File: src/rtl/numeric_entry.sv
// -----------------------------------------------------------------------------
// numeric_entry
//   Collects a decimal number typed on a PS/2 keyboard. Digits shift in from
//   the right into a small BCD buffer, BACKSPACE removes the last digit, CLEAR
//   empties the buffer, and ENTER commits the buffer to Value if it lies inside
//   [MIN_VAL, MAX_VAL]. Release (F0-prefixed) and extended (E0) bytes are
//   filtered so only make codes act as keystrokes.
//
// Ports
//   Clock        rising-edge system clock
//   nReset       asynchronous active-low reset
//   Enable       editing allowed when high; low forces IDLE and holds contents
//   data         PS/2 scan-code byte
//   data_en      one-cycle strobe qualifying data
//   Value        last committed value (registered)
//   value_valid  one-cycle pulse per successful commit
//   err          one-cycle pulse per rejected keystroke
//   live_bcd     entry buffer as BCD, least significant digit in [3:0]
//   count        number of digits currently in the buffer
//   editing      high while in ENTRY (exposes the FSM state)
//
// Handshake: data is sampled on every rising edge where data_en is high; there
// is no back-pressure, every strobe is consumed. Results (Value, value_valid,
// err, buffer) appear one cycle after the accepting edge.
// -----------------------------------------------------------------------------
module numeric_entry #(
   parameter int DIGITS  = 3,
   parameter int VAL_W   = 10,
   parameter int MIN_VAL = 0,
   parameter int MAX_VAL = 999
) (
   input  logic                  Clock,
   input  logic                  nReset,
   input  logic                  Enable,
   input  logic [7:0]            data,
   input  logic                  data_en,
   output logic [VAL_W-1:0]      Value,
   output logic                  value_valid,
   output logic                  err,
   output logic [4*DIGITS-1:0]   live_bcd,
   output logic [2:0]            count,
   output logic                  editing
);

   localparam logic [7:0] K_ENTER   = 8'h24;
   localparam logic [7:0] K_BACK    = 8'h2D;
   localparam logic [7:0] K_CLEAR   = 8'h15;
   localparam logic [7:0] K_RELEASE = 8'hF0;
   localparam logic [7:0] K_EXTEND  = 8'hE0;

   // The live value is formed at a width that holds any buffer content
   // (99999 needs 17 bits), so an over-range buffer is never truncated
   // before the range check, even when VAL_W only covers MAX_VAL.
   localparam int WIDE_W = (VAL_W > 17) ? VAL_W : 17;
   localparam int WS     = WIDE_W + 1;

   typedef enum logic {IDLE, ENTRY} state_t;

   state_t                 state_q;
   logic                   break_q;
   logic [DIGITS-1:0][3:0] digits_q;
   logic [2:0]             count_q;
   logic [VAL_W-1:0]       value_q;
   logic                   valid_q;
   logic                   err_q;

   logic                   is_digit;
   logic [3:0]             key_digit;
   logic                   accept;
   logic [WIDE_W-1:0]      live_wide;
   logic signed [WS-1:0]   live_s;
   logic                   in_range;

   // Scan-code to digit decode.
   always_comb begin
      is_digit  = 1'b1;
      key_digit = 4'd0;
      case (data)
         8'h45:   key_digit = 4'd0;
         8'h16:   key_digit = 4'd1;
         8'h1E:   key_digit = 4'd2;
         8'h26:   key_digit = 4'd3;
         8'h25:   key_digit = 4'd4;
         8'h2E:   key_digit = 4'd5;
         8'h36:   key_digit = 4'd6;
         8'h3D:   key_digit = 4'd7;
         8'h3E:   key_digit = 4'd8;
         8'h46:   key_digit = 4'd9;
         default: is_digit  = 1'b0;
      endcase
   end

   // A byte following F0 is the release of a key and must not act.
   assign accept = data_en && Enable && !break_q &&
                   (data != K_RELEASE) && (data != K_EXTEND);

   // Horner evaluation, most significant digit first.
   always_comb begin
      live_wide = '0;
      for (int i = DIGITS - 1; i >= 0; i--) begin
         live_wide = (live_wide * WIDE_W'(10)) + WIDE_W'(digits_q[i]);
      end
   end

   // Signed compare avoids a constant-true test when MIN_VAL is 0.
   assign live_s   = $signed({1'b0, live_wide});
   assign in_range = (live_s >= $signed(WS'(MIN_VAL))) &&
                     (live_s <= $signed(WS'(MAX_VAL)));

   always_ff @(posedge Clock or negedge nReset) begin
      if (!nReset) begin
         state_q  <= IDLE;
         break_q  <= 1'b0;
         digits_q <= '0;
         count_q  <= 3'd0;
         value_q  <= VAL_W'(MIN_VAL);
         valid_q  <= 1'b0;
         err_q    <= 1'b0;
      end else begin
         valid_q <= 1'b0;
         err_q   <= 1'b0;

         // Break tracking runs on every strobe, independent of Enable.
         if (data_en) begin
            if (data == K_RELEASE)     break_q <= 1'b1;
            else if (data != K_EXTEND) break_q <= 1'b0;
         end

         if (!Enable) begin
            state_q <= IDLE;
         end else if (accept) begin
            if (is_digit) begin
               if (state_q == IDLE) begin
                  digits_q    <= '0;
                  digits_q[0] <= key_digit;
                  count_q     <= 3'd1;
                  state_q     <= ENTRY;
               end else if (count_q < 3'(DIGITS)) begin
                  for (int i = DIGITS - 1; i >= 1; i--) begin
                     digits_q[i] <= digits_q[i-1];
                  end
                  digits_q[0] <= key_digit;
                  count_q     <= count_q + 3'd1;
               end else begin
                  err_q <= 1'b1;
               end
            end else begin
               case (data)
                  K_ENTER: begin
                     if (state_q == ENTRY) begin
                        if (in_range) begin
                           value_q <= live_wide[VAL_W-1:0];
                           valid_q <= 1'b1;
                           state_q <= IDLE;
                        end else begin
                           err_q <= 1'b1;
                        end
                     end
                  end
                  K_BACK: begin
                     if (state_q == ENTRY) begin
                        for (int i = 0; i < DIGITS - 1; i++) begin
                           digits_q[i] <= digits_q[i+1];
                        end
                        digits_q[DIGITS-1] <= 4'd0;
                        count_q            <= count_q - 3'd1;
                        if (count_q == 3'd1) state_q <= IDLE;
                     end
                  end
                  K_CLEAR: begin
                     digits_q <= '0;
                     count_q  <= 3'd0;
                     state_q  <= IDLE;
                  end
                  default: ;
               endcase
            end
         end
      end
   end

   assign Value       = value_q;
   assign value_valid = valid_q;
   assign err         = err_q;
   assign live_bcd    = digits_q;
   assign count       = count_q;
   assign editing     = (state_q == ENTRY);

endmodule

File: config.mk
export PLATFORM = sky130hd
export DESIGN_NAME = numeric_entry
export DESIGN_NICKNAME = d
export VERILOG_FILES = /design/src/rtl/numeric_entry.sv
export SDC_FILE = /design/constraint.sdc
export NUM_CORES = 1
export LEC_CHECK = 0
export ABC_AREA = 0
export ABC_CLOCK_PERIOD_IN_PS = 5600
export BUFFER_PORTS_ARGS = -buffer_cell sky130_fd_sc_hd__buf_2
export CELL_PAD_IN_SITES_DETAIL_PLACEMENT = 1
export CELL_PAD_IN_SITES_GLOBAL_PLACEMENT = 1
export CORE_UTILIZATION = 43
export CTS_CLUSTER_SIZE = 8
export DETAILED_ROUTE_END_ITERATION = 6
export MAX_ROUTING_LAYER = met4
export PLACE_DENSITY_LB_ADDON = 0.25
export REMOVE_ABC_BUFFERS = 1
export SLEW_MARGIN = 20
export SYNTH_ARGS = -nofsm -noshare
export SYNTH_HDL_FRONTEND = slang
export SYNTH_SLANG_ARGS = --single-unit
export TNS_END_PERCENT = 1
File: constraint.sdc
create_clock -name Clock -period 5.6 [get_ports Clock]
set_clock_uncertainty 0.2 [all_clocks]
set_input_delay 0 -clock Clock [delete_from_list [all_inputs] [get_ports Clock]]
set_output_delay 0 -clock Clock [all_outputs]
set_load 0.01 [all_outputs]
Yosys cells after proc, flatten, opt, wreduce, memory -nomap -nowiden --
Index checks and enable logic that the tools add are counted.
Word-level totals: word-level logic and storage cells 87, output and inout port bits 28, register bits after elaboration 29, input bits 12
Operators by class: muxes and demuxes 34, bitwise gates (word level) 1, magnitude comparators 3, $add $sub $neg 4, equality and inequality tests 21, multiply operators 2, reduce and logical (&&, ||, !) cells 13
Operators by type and width (count):
- $eq 8x6->1 const B | 8
- $mux 12 | 4
- $pmux 4 s9 | 1
- $eq 8x5->1 const B | 3
- $pmux 12 s2 | 1
- $mux 1 | 22
- $eq 8x7->1 const B | 2
- $ne 8x8->1 const B | 2
- $add 13x4->14 | 1
- $ge 14x1->1 const B | 1
- $le 14x10->1 const B | 1
- $mul 9x3->12 const B | 1
- $mux 3 | 4
- $reduce_or 10->1 | 1
- $add 8x4->9 | 1
- $eq 8x8->1 const B | 1
- $mul 4x3->7 const B | 1
- $pmux 3 s2 | 1
- $reduce_and 6->1 | 1
- $logic_and 1x1->1 | 5
- $ne 5x1->1 const B | 1
- $reduce_and 5->1 | 1
- $reduce_and 2->1 | 2
- $add 3x1->3 const B | 1
- other kinds (11) | 11

Logic depth before layout (Yosys ltp) --
depth after elaboration 12, depth in mapped cells 19, depth with buffers taken out 18

Worst setup path after synthesis --
OpenSTA, ideal clock, no wires.
kind flip-flop to flip-flop, start point register digits_q, in the netlist live_bcd[11], end point register value_q[0] (netlist: Value[0]), cell stages (with the launch flop) 20, clock period less this slack 5.162 ns, data arrival time 4.838 ns, setup slack 0.438 ns, required time 5.275 ns, library setup time 0.125 ns, buffers on the path 1, cell sequence dfrtp_1 -> ha_1 -> ha_1 -> fa_1 -> nand2_1 -> o21bai_1 -> or3_1 -> nand3_1 -> o31ai_1 -> ha_1 -> ha_1 -> or2_2 -> and2_1 -> a221oi_1 -> nand4_1 -> mux2i_1 -> a21oi_1 -> or3_1 -> buf_2 -> mux2_2
Between the ends: longest elaborated chain between the ends 7, elaborated cells between the ends (all ways) 8, those cells by class add/sub: 2; mul: 2; order compare: 2; reduce/logical: 2
Ends and longest elaborated chain:
- start: declaration | line 61 | logic [DIGITS-1:0][3:0] digits_q;
- start signal: indexed assignment | line 140 | digits_q[i] <= digits_q[i-1];
- start signal: indexed assignment | line 163 | digits_q[i] <= digits_q[i+1];
- $mul 4x3->7 (*) | line 101 | live_wide = (live_wide * WIDE_W'(10)) + WIDE_W'(digits_q[i]);
- $add 8x4->9 (*) | line 101
- $mul 9x3->12 (*) | line 101
- $add 13x4->14 (*) | line 101
- $ge 14x1->1 / $le 14x10->1 (equally long branches) | line 107, 108
- $logic_and 1x1->1 (*) | line 107 | assign in_range = (live_s >= $signed(WS'(MIN_VAL))) &&
- $reduce_and 6->1 (no source line) (*)
- end signal: assignment | line 116 | value_q <= VAL_W'(MIN_VAL);
- end signal: assignment | line 152 | value_q <= live_wide[VAL_W-1:0];
- end: declaration | line 63 | logic [VAL_W-1:0] value_q;
Mark *: on every way between the ends. The rest lies on a longest branch, timed or not. A chain may end at the register's enable or synchronous reset.

Worst setup path in the final report --
start point register digits_q, in the netlist live_bcd[9], end point register value_q[7] (netlist: Value[7])
Between the ends: longest elaborated chain between the ends 7, elaborated cells between the ends (all ways) 8, those cells by class add/sub: 2; mul: 2; order compare: 2; reduce/logical: 2
Ends and longest elaborated chain (line):
- $mul 4x3->7 (*) | 101
- $add 8x4->9 (*) | 101
- $mul 9x3->12 (*) | 101
- $add 13x4->14 (*) | 101
- $ge 14x1->1 / $le 14x10->1 (equally long branches) | 107, 108
- $logic_and 1x1->1 | 107
- $reduce_and 6->1 (no source line)
Marked as above.

==> flow_summary.ini <==
[pwr]
p_sw_share_pct = 26.5
power_leakage_nw = 1.47
power.share.clock_pct = 42.4
p_int_w = 0.000399
p_sw_w = 0.000144
peakVddDrop_uv = 141
power_frac_comb_pct = 15.3
p_per_area_mw_per_mm2 = 177
p_seq_share_pct = 42.3
total_power_w = 0.000544

[sta]
final_hold_viol_count = 0
tightest_slew_ps = 887
clock.fmax_mhz = 187
fin_tns_setup_ps = 0
period_share_pct = 95.4
min_period_ps = 5340
rsz0062_at_grt = false
max_slew_margin_pct = 40.6
setup_violations = 0
drv_slew = 0

[yosys]
yosys-top-cells-area = dfrtp_1 27%, ha_1 13%, nand2_1 4.8%, o21ai_0 4.7%, nor2_1 4.4%
synth.distinct_cells = 54
yosysWarnings = 0
ys.flop_type = dfrtp_1
syn_area_sq_mm = 0.00266
syn_inst = 314
ys_seq_area_share_pct = 27.2
synth_top_area_cell = dfrtp_1
ys_seq_elements = 29
syn-mean-instance-area_sq_um = 8.48
synthArstFlopShare_pct = 100
yosys.area.top_type_share_pct = 27.2
synth_edf_count = 0

[floorplan]
row_count = 28
start_util_pct = 44.7
die_h_um = 80.7
core_sq_mm = 0.00596
die_area_sq_mm = 0.00651
die_w_um = 80.7
ios = 40

[final_layout]
fillCellCount = 758
multi_input_area_sq_mm = 0.00181
final_cell_mix = 39 x buf_2, 34 x nand2_1, 31 x nor2_1
drive_gt1_share_pct = 19.3
nets = 395
area_growth_pct = 15.1
seq_area_sq_um = 726
design_area_sq_mm = 0.00307
antennaDiodeCount = 0
final_common_cell = buf_2

[cts]
cts_root_buf = clkbuf_8
cts.sinks = 29
cts_setup_buffers = 0
cts_buffers = 5
clockBufferDepth = 2
clock_latency_ps = 290
cts_tree = yes
cts_max_level = 2
cts.clk_slew.worst_paths_ps = 70

[routing]
vias = 2440
antenna_left = 0
viasPerCell = 5.70
wirelength_mm = 6.94
dr.pass1.iters = 6
wl_per_cell_um = 16.2
dr.first_iter.drc_count = 76
drc = 0

[critical_path]
start_kind = flop
r2r-end = Value[7]
rrSetupSlack_ps = 260
reg2regPathDepth = 18
reg2reg_from = live_bcd[9]
cp.arrival_ps = 5310
path_class = reg2reg
crit_required_ps = 5570
path_max_fanout = 11
setup.worst_path.end_class = flop

[grt]
grt_max_degree = 31
grt_overflow = 0
grt_pass1_wl_mm = 11.5
antenna_found_initial = 0
grt_pass1_vias = 2480
gr-usage-all-layers_pct = 23.9

[min_path]
whs_path_depth = 4
hold_path_class = in2reg
min_from = data[7]
holdPathEnd = live_bcd[0]

[place]
routabilityCongestion = 0.817
port_buffers = 39
place_hpwl_mm = 5.31
place_area_sq_mm = 0.00290

[run_status]
outcome = finished, final reports clean

[job]
cap_violations = 0
[per-layer routing]
metal	vias to the layer above	share of wire [%]	track usage, %
li1	1197	-	-
met1	1210	45	26.9
met2	24	52	43.1
met3	9	2.0	3.98
met4	0	1.3	6.96
met5	-	0	-
[registers in the layout (all words and copies together), names as in the netlist]
signal,cells
break_q,1
live_bcd,12
value_valid,1
count,3
err,1
editing,1
Value,10
[cells in the mapped netlist, types with 8 or more instances]
cell type,number
a21oi_1,17
clkbuf_1,9
dfrtp_1,29
ha_1,27
inv_1,17
mux2_2,9
nand2_1,34
nand3_1,8
nor2_1,31
o21ai_0,25
xnor2_1,13
[how the worst max path moves through the flow]
stage,startpoint,to,depth (start not counted),slack [ps]
finish,live_bcd[9],Value[7],18,260
global route,live_bcd[9],Value[7],18,4
CTS,live_bcd[9],Value[9],18,90
detailed placement,live_bcd[9],Value[9],18,110
global placement,live_bcd[9],Value[0],18,370
floorplan,live_bcd[11],Value[0],18,420
[power groups by stage]
stage	clock [W]	sequential [W]	combinational [W]
after floorplan	0	0.000236	0.0000432
after global placement	0	0.000234	0.0000779
after detailed placement	0	0.000234	0.0000807
after CTS	0.000235	0.000230	0.0000845
after global routing	0.000245	0.000232	0.0000925
final	0.000230	0.000230	0.0000833
[stage by stage]
step	hold slack, ps	util (%)	std cells	setup WS [ps]
after floorplan	-496	-	299	425
after global routing	36.9	51.5	428	3.92
after global placement	-125	48.6	415	365
after CTS	14.4	51.4	428	89.4
final	13.6	51.5	428	259
after detailed placement	-114	48.6	415	113
[logic make-up after synthesis]
family                   share of synthesized area, %
AND/OR/NAND/NOR                                  22.8
AO/OA/AOI/OAI                                    18.3
buffers and inverters                            5.12
adder cells (fa/ha/maj)                          15.7
flip-flops                                       27.2
XOR/XNOR                                         5.59
multiplexers                                     5.31
[final cells by class]
class / count / area share (%)
clock buffers: 7 / 2.82
clock inverters: 1 / 0.979
inverters: 17 / 2.08
multi-input cells: 253 / 58.9
flip-flops and latches: 29 / 23.7
well taps: 75 / 3.06
repair buffers: 46 / 8.49
[critical path, stage by stage (launching register included)]
cell and delay [ps]:
dfrtp_1 440, ha_1 320, ha_1 230, fa_1 520, nand2_1 90, o21bai_1 190, or3_1 320, nand3_1 90
o31ai_1 90, ha_1 300, ha_1 340, or2_2 300, and2_1 180, a221oi_1 430, nand4_1 160, mux2i_1 170
a21oi_1 110, or3_4 430, mux2_2 310
[repair_timing]
item	4_1_cts	5_1_grt
resized for setup	0	1
hold buffers	5	0
endpoints found under the setup margin	0	10
endpoints found under the hold margin	31	0
Note: power is estimated with default switching activity, not from simulation.
